### src/rtl/pipeline_if.sv
// Instruction fetch stage with IF/ID pipeline register. Issues word fetches over a
// req/ack handshake and delivers {inst, pc, pc+4, valid} to decode.
module pipeline_if #(
    parameter logic [31:0] RESET_PC = 32'h0000_0000,
    parameter logic [31:0] NOP_INST = 32'h0000_0013
) (
    input  logic        clk_IF,
    input  logic        rst_IF,
    output logic        imem_req,
    output logic [31:0] imem_addr,
    input  logic        imem_ack,
    input  logic [31:0] imem_rdata,
    input  logic        stall_IF,
    input  logic        redirect_IF,
    input  logic [31:0] redirect_pc,
    output logic [31:0] Inst_out_IF,
    output logic [31:0] PC_out_IF,
    output logic [31:0] PC4_out_IF,
    output logic        valid_out_IF
);
    localparam logic [1:0] FETCH = 2'd0;
    localparam logic [1:0] DRAIN = 2'd1;
    localparam logic [1:0] HOLD  = 2'd2;

    logic [1:0]  state, state_nx;
    logic        run;
    logic [31:0] pc, pc_nx;
    logic [31:0] req_addr, req_nx;
    logic [31:0] skid_inst, skid_addr;
    logic [31:0] target, seq_addr;
    logic [31:0] ifid_inst, ifid_pc;
    logic        ack, skid_ld, ifid_ld, bubble;

    // run keeps the request low for the first cycle out of reset
    assign imem_req  = run && (state != HOLD);
    assign imem_addr = req_addr;
    assign ack       = imem_req && imem_ack;
    assign target    = {redirect_pc[31:2], 2'b00};
    assign seq_addr  = req_addr + 32'd4;

    always_comb begin
        state_nx  = state;
        pc_nx     = pc;
        req_nx    = req_addr;
        skid_ld   = 1'b0;
        ifid_ld   = 1'b0;
        bubble    = 1'b0;
        ifid_inst = imem_rdata;
        ifid_pc   = req_addr;
        if (redirect_IF) begin
            // Flush beats stall; an unacked request must finish at its old address first
            bubble = 1'b1;
            pc_nx  = target;
            case (state)
                FETCH: begin
                    if (ack || !run) req_nx = target;
                    else             state_nx = DRAIN;
                end
                DRAIN: begin
                    if (ack) begin
                        req_nx   = target;
                        state_nx = FETCH;
                    end
                end
                default: begin
                    req_nx   = target;
                    state_nx = FETCH;
                end
            endcase
        end else begin
            case (state)
                FETCH: begin
                    if (ack) begin
                        pc_nx = seq_addr;
                        if (stall_IF) begin
                            skid_ld  = 1'b1;
                            state_nx = HOLD;
                        end else begin
                            ifid_ld = 1'b1;
                            req_nx  = seq_addr;
                        end
                    end else if (!stall_IF) begin
                        bubble = 1'b1;
                    end
                end
                DRAIN: begin
                    if (ack) begin
                        req_nx   = pc;
                        state_nx = FETCH;
                    end
                end
                default: begin
                    if (!stall_IF) begin
                        ifid_ld   = 1'b1;
                        ifid_inst = skid_inst;
                        ifid_pc   = skid_addr;
                        req_nx    = pc;
                        state_nx  = FETCH;
                    end
                end
            endcase
        end
    end

    always_ff @(posedge clk_IF or negedge rst_IF) begin
        if (!rst_IF) begin
            state        <= FETCH;
            run          <= 1'b0;
            pc           <= RESET_PC;
            req_addr     <= RESET_PC;
            skid_inst    <= 32'd0;
            skid_addr    <= 32'd0;
            Inst_out_IF  <= NOP_INST;
            PC_out_IF    <= 32'd0;
            PC4_out_IF   <= 32'd4;
            valid_out_IF <= 1'b0;
        end else begin
            run      <= 1'b1;
            state    <= state_nx;
            pc       <= pc_nx;
            req_addr <= req_nx;
            if (skid_ld) begin
                skid_inst <= imem_rdata;
                skid_addr <= req_addr;
            end
            // A bubble keeps the last PC so only inst/valid change
            if (bubble) begin
                Inst_out_IF  <= NOP_INST;
                valid_out_IF <= 1'b0;
            end else if (ifid_ld) begin
                Inst_out_IF  <= ifid_inst;
                PC_out_IF    <= ifid_pc;
                PC4_out_IF   <= ifid_pc + 32'd4;
                valid_out_IF <= 1'b1;
            end
        end
    end
endmodule

### config.mk
export PLATFORM = sky130hd
export DESIGN_NAME = pipeline_if
export DESIGN_NICKNAME = d
export VERILOG_FILES = /design/src/rtl/pipeline_if.sv
export SDC_FILE = /design/constraint.sdc
export NUM_CORES = 1
export LEC_CHECK = 0
export ABC_AREA = 0
export CAP_MARGIN = 20
export CELL_PAD_IN_SITES_DETAIL_PLACEMENT = 0
export CELL_PAD_IN_SITES_GLOBAL_PLACEMENT = 1
export CORE_MARGIN = 2
export CORE_UTILIZATION = 35
export DETAILED_ROUTE_END_ITERATION = 7
export PLACE_DENSITY = 0.7
export SLEW_MARGIN = 0
export SYNTH_ARGS = -nofsm -noshare
export SYNTH_HDL_FRONTEND = slang
export SYNTH_SLANG_ARGS = --single-unit
### constraint.sdc
create_clock -name clk_IF -period 3.9 [get_ports clk_IF]
set_input_delay 0.585 -clock clk_IF [delete_from_list [all_inputs] [get_ports clk_IF]]
set_output_delay 0.585 -clock clk_IF [all_outputs]
set_load 0.1 [all_outputs]
==> flow_summary.toml <==
[timing]
finalSetupTns_ns = 0
setup_viol = 0
hold_violations = 0
min_period_ns = 3.085
clock-skew-final_ns = 0.01278
worst_slew_pin_slew_ns = 1.030
maxSlewViolCount = 0
slew_headroom_pct = 31.09
clock.fmax_mhz = 324.1
rsz0062_at_grt = "no"
fin_crit_sh_pct = 79.10

[grt]
antenna_found_initial = 1
grt_pass1_wl_um = 55340
grt_overflow = 0
track_usage_pct = 20.54
grt_pass1_vias = 9362
grt_max_degree = 82

[yosys]
synth_fa_ha_area_share_pct = 0.2173
yosys.area_share.simple_pct = 17.02
synth_mux_area_share_pct = 11.28
synth_top_family_by_area = "simple AND/OR/NAND/NOR gates"
syn_avg_cell_area_sq_um = 9.550
synthXorXnorAreaFrac_pct = 2.586
syn_inst = 1206
yosys_warnings = 0
synth-compound-area-share_pct = 15.88
yosys_most_used_dff = "dfrtp_1"
synth_fp_nets = 1277
synth_area_sq_um = 11520
synth_edf_count = 0
synth_seq_cells = 226
async_flop_share_pct = 100.0
seq_area_frac_synth_pct = 49.15
ys_types = 68

[cts]
cts_hold_buf = 0
ctsLongestPathBuffers = 3
cts_made_buffers = 28
tritoncts = "built"
path_clk_slew_ns = 0.06
clock-sinks = 226
worst_skew_pair.late_latency_ns = 0.53
post_cts_buffers = 0
cts-resized-gates = 0
clock-root-buffer = "clkbuf_16"
h-tree-depth = 1

[critical_path]
required_ns = 3.31
crit_start = "imem_addr[4]"
endpoint = "imem_addr[4]"
reg2reg_from = "state[1]"
crit_family = "buffers and inverters"
critPathCaptureType = "output pin"
r2r_cells = 10
path_class = "reg2out"
start_kind = "flip-flop"
timing.critical_path.buf_inv = 1
cp.arrival_ns = 2.50
reg2reg_slack_ns = 0.84
r2r-end = "PC4_out_IF[22]"
slowest_stage = "clkdlybuf4s50_1"
crit_cells = 1
crit_path_max_incr_delay_ns = 1.24
cp_cell_sequence = "clkdlybuf4s50_1"
path_max_fanout = 15

[run]
max_cap_viol_count = 0

[pwr]
power_density_nw_per_um2 = 689.7
power.total_mw = 10.28
vdd_ir_drop_max_mv = 0.4084
p_leak_nw = 6.265

[placement]
dp.cells = 1788
numPortBuffers = 196
placed_cell_area_sq_um = 14020
hpwl_um = 24930
place.gp.congestion = 0.8361

[cells_and_area]
num_antenna_cells = 0
multi_input_area_sq_um = 5446
drive_gt1_share_pct = 11.95
final_cells = 1840
fin_area_sq_um = 14910
regArea_sq_um = 5660
syn2layout_area_growth_pct = 29.44
nets = 1447
fillers = 3113

[die]
start_util_pct = 35.49
dieArea_sq_um = 34370
fp.coreArea_sq_um = 32450
dieWidth_um = 185.4
dieHeight_um = 185.4
num_io_pins = 199
rows = 66

[routing]
num_vias = 9849
drc = 0
dr.pass1.iters = 5
drtIter0Drc = 723
wire_per_inst_um = 19.29
ant_nets = 0
totalWireLength_um = 35490
viasPerCell = 5.353

[hold_path]
hp-class = "in2async"

[status]
status = "completed"
## per-stage QoR
stage          hold WS, ns  worst slack, ns  util (%)
2_1_floorplan       0.2894          0.01839         -
3_3_place_gp        0.4488           0.4050     43.20
3_5_place_dp        0.4570           0.3955     43.20
4_1_cts            0.04171           0.8278     45.94
5_1_grt            0.06398           0.6790     45.94
6_report           0.01183           0.8149     45.94
## cell families (layout without fill, tap and decap cells)
logic type / Yosys count / in the layout
xor gates and xnor gates: 34 / 34
muxes: 122 / 122
other: 1 / 1
DFF: 226 / 226
adders and majority gates: 2 / 2
and+or+nand+nor: 420 / 420
buffers and inverters: 111 / 303
AOI/OAI and AO/OA: 290 / 290
## worst register-to-register path, delay by kind of cell, from the launching register on
kind                       cells  cell delay (ns)
muxes                          1             0.14
DFF                            1             0.67
buffers and inverters          2             0.29
adders and majority gates      1             0.24
and+or+nand+nor                5             1.30
AOI/OAI and AO/OA              1             0.32
## power breakdown
| part | switching, mW | internal, mW | total, mW | leakage, nW |
|---|---|---|---|---|
| Sequential | 0.565 | 2.88 | 3.45 | 2.83 |
| Clock | 1.01 | 1.47 | 2.48 | 0.435 |
| Combinational | 3.23 | 1.13 | 4.35 | 3.00 |
| Total | 4.80 | 5.48 | 10.3 | 6.26 |
## worst min-delay path by stage
stage	start	end	slack, ns	cells past startpoint
3_5_place_dp	pc[17]	pc[17]	0.46	2
6_report	rst_IF	Inst_out_IF[6]	0.01	1
2_1_floorplan	rst_IF	Inst_out_IF[10]	0.29	0
3_3_place_gp	pc[17]	pc[17]	0.45	2
4_1_cts	rst_IF	Inst_out_IF[6]	0.04	1
5_1_grt	rst_IF	Inst_out_IF[6]	0.06	1
## Yosys cell counts, types with 12 or more instances
library cell	number	area share, %
clkbuf_1	75	2.4
nand4_1	14	0.76
o2bb2ai_1	14	1.1
nor2_1	58	1.9
o21ai_0	102	4.4
nor3_1	22	0.96
a21oi_1	41	1.8
nand3_1	39	1.7
nand2_1	200	6.5
buf_1	12	0.39
xnor2_1	28	2.1
nor4_1	26	1.4
mux2i_1	60	5.2
dfrtp_1	222	48
inv_1	13	0.42
o22ai_1	42	2.3
mux2_2	62	6.1
and3_1	15	0.81
## metal layers
layer	part of all wire, %	track usage (%)
met5	0.045	0
met4	1.6	4.317
met3	6.3	2.576
met2	44	30.79
met1	48	31.48
## area by class of cell
| type | instances | share of cell area, % |
|---|---|---|
| Clock inverter | 8 | 0.3021 |
| Inverter | 13 | 0.3273 |
| Multi-Input combinational cell | 869 | 36.53 |
| Clock buffer | 44 | 5.648 |
| Tap cell | 442 | 3.710 |
| Timing Repair Buffer | 238 | 15.51 |
| Sequential cell | 226 | 37.97 |
## state kept, by name, summed over array words and instances, names as in the netlist
name / cells
Inst_out_IF: 32
PC_out_IF: 32
imem_addr: 32
pc: 32
skid_addr: 32
skid_inst: 32
PC4_out_IF: 30
state: 2
run: 1
valid_out_IF: 1
## cells in the final DEF, fill, tap and decap left out, types with 7 or more instances in the layout
cell and instances:
nand4_1 14, inv_1 13, clkdlybuf4s50_1 193, o31ai_1 10, xnor2_1 28, o221ai_1 7
a31oi_1 11, or3_1 11, a21oi_1 41, a21o_1 8, a21boi_0 7, and3_1 15
mux2_2 62, nand2_1 199, nor2_1 57, nor4_1 25, o21a_1 7, clkbuf_1 9
o21ai_0 101, mux2i_1 60, clkbuf_16 29, dfrtp_1 222, o22ai_1 42, nor3_1 22
buf_4 40, o2bb2ai_1 14, nand3_1 39
Note: power is estimated with default switching activity, not from simulation.
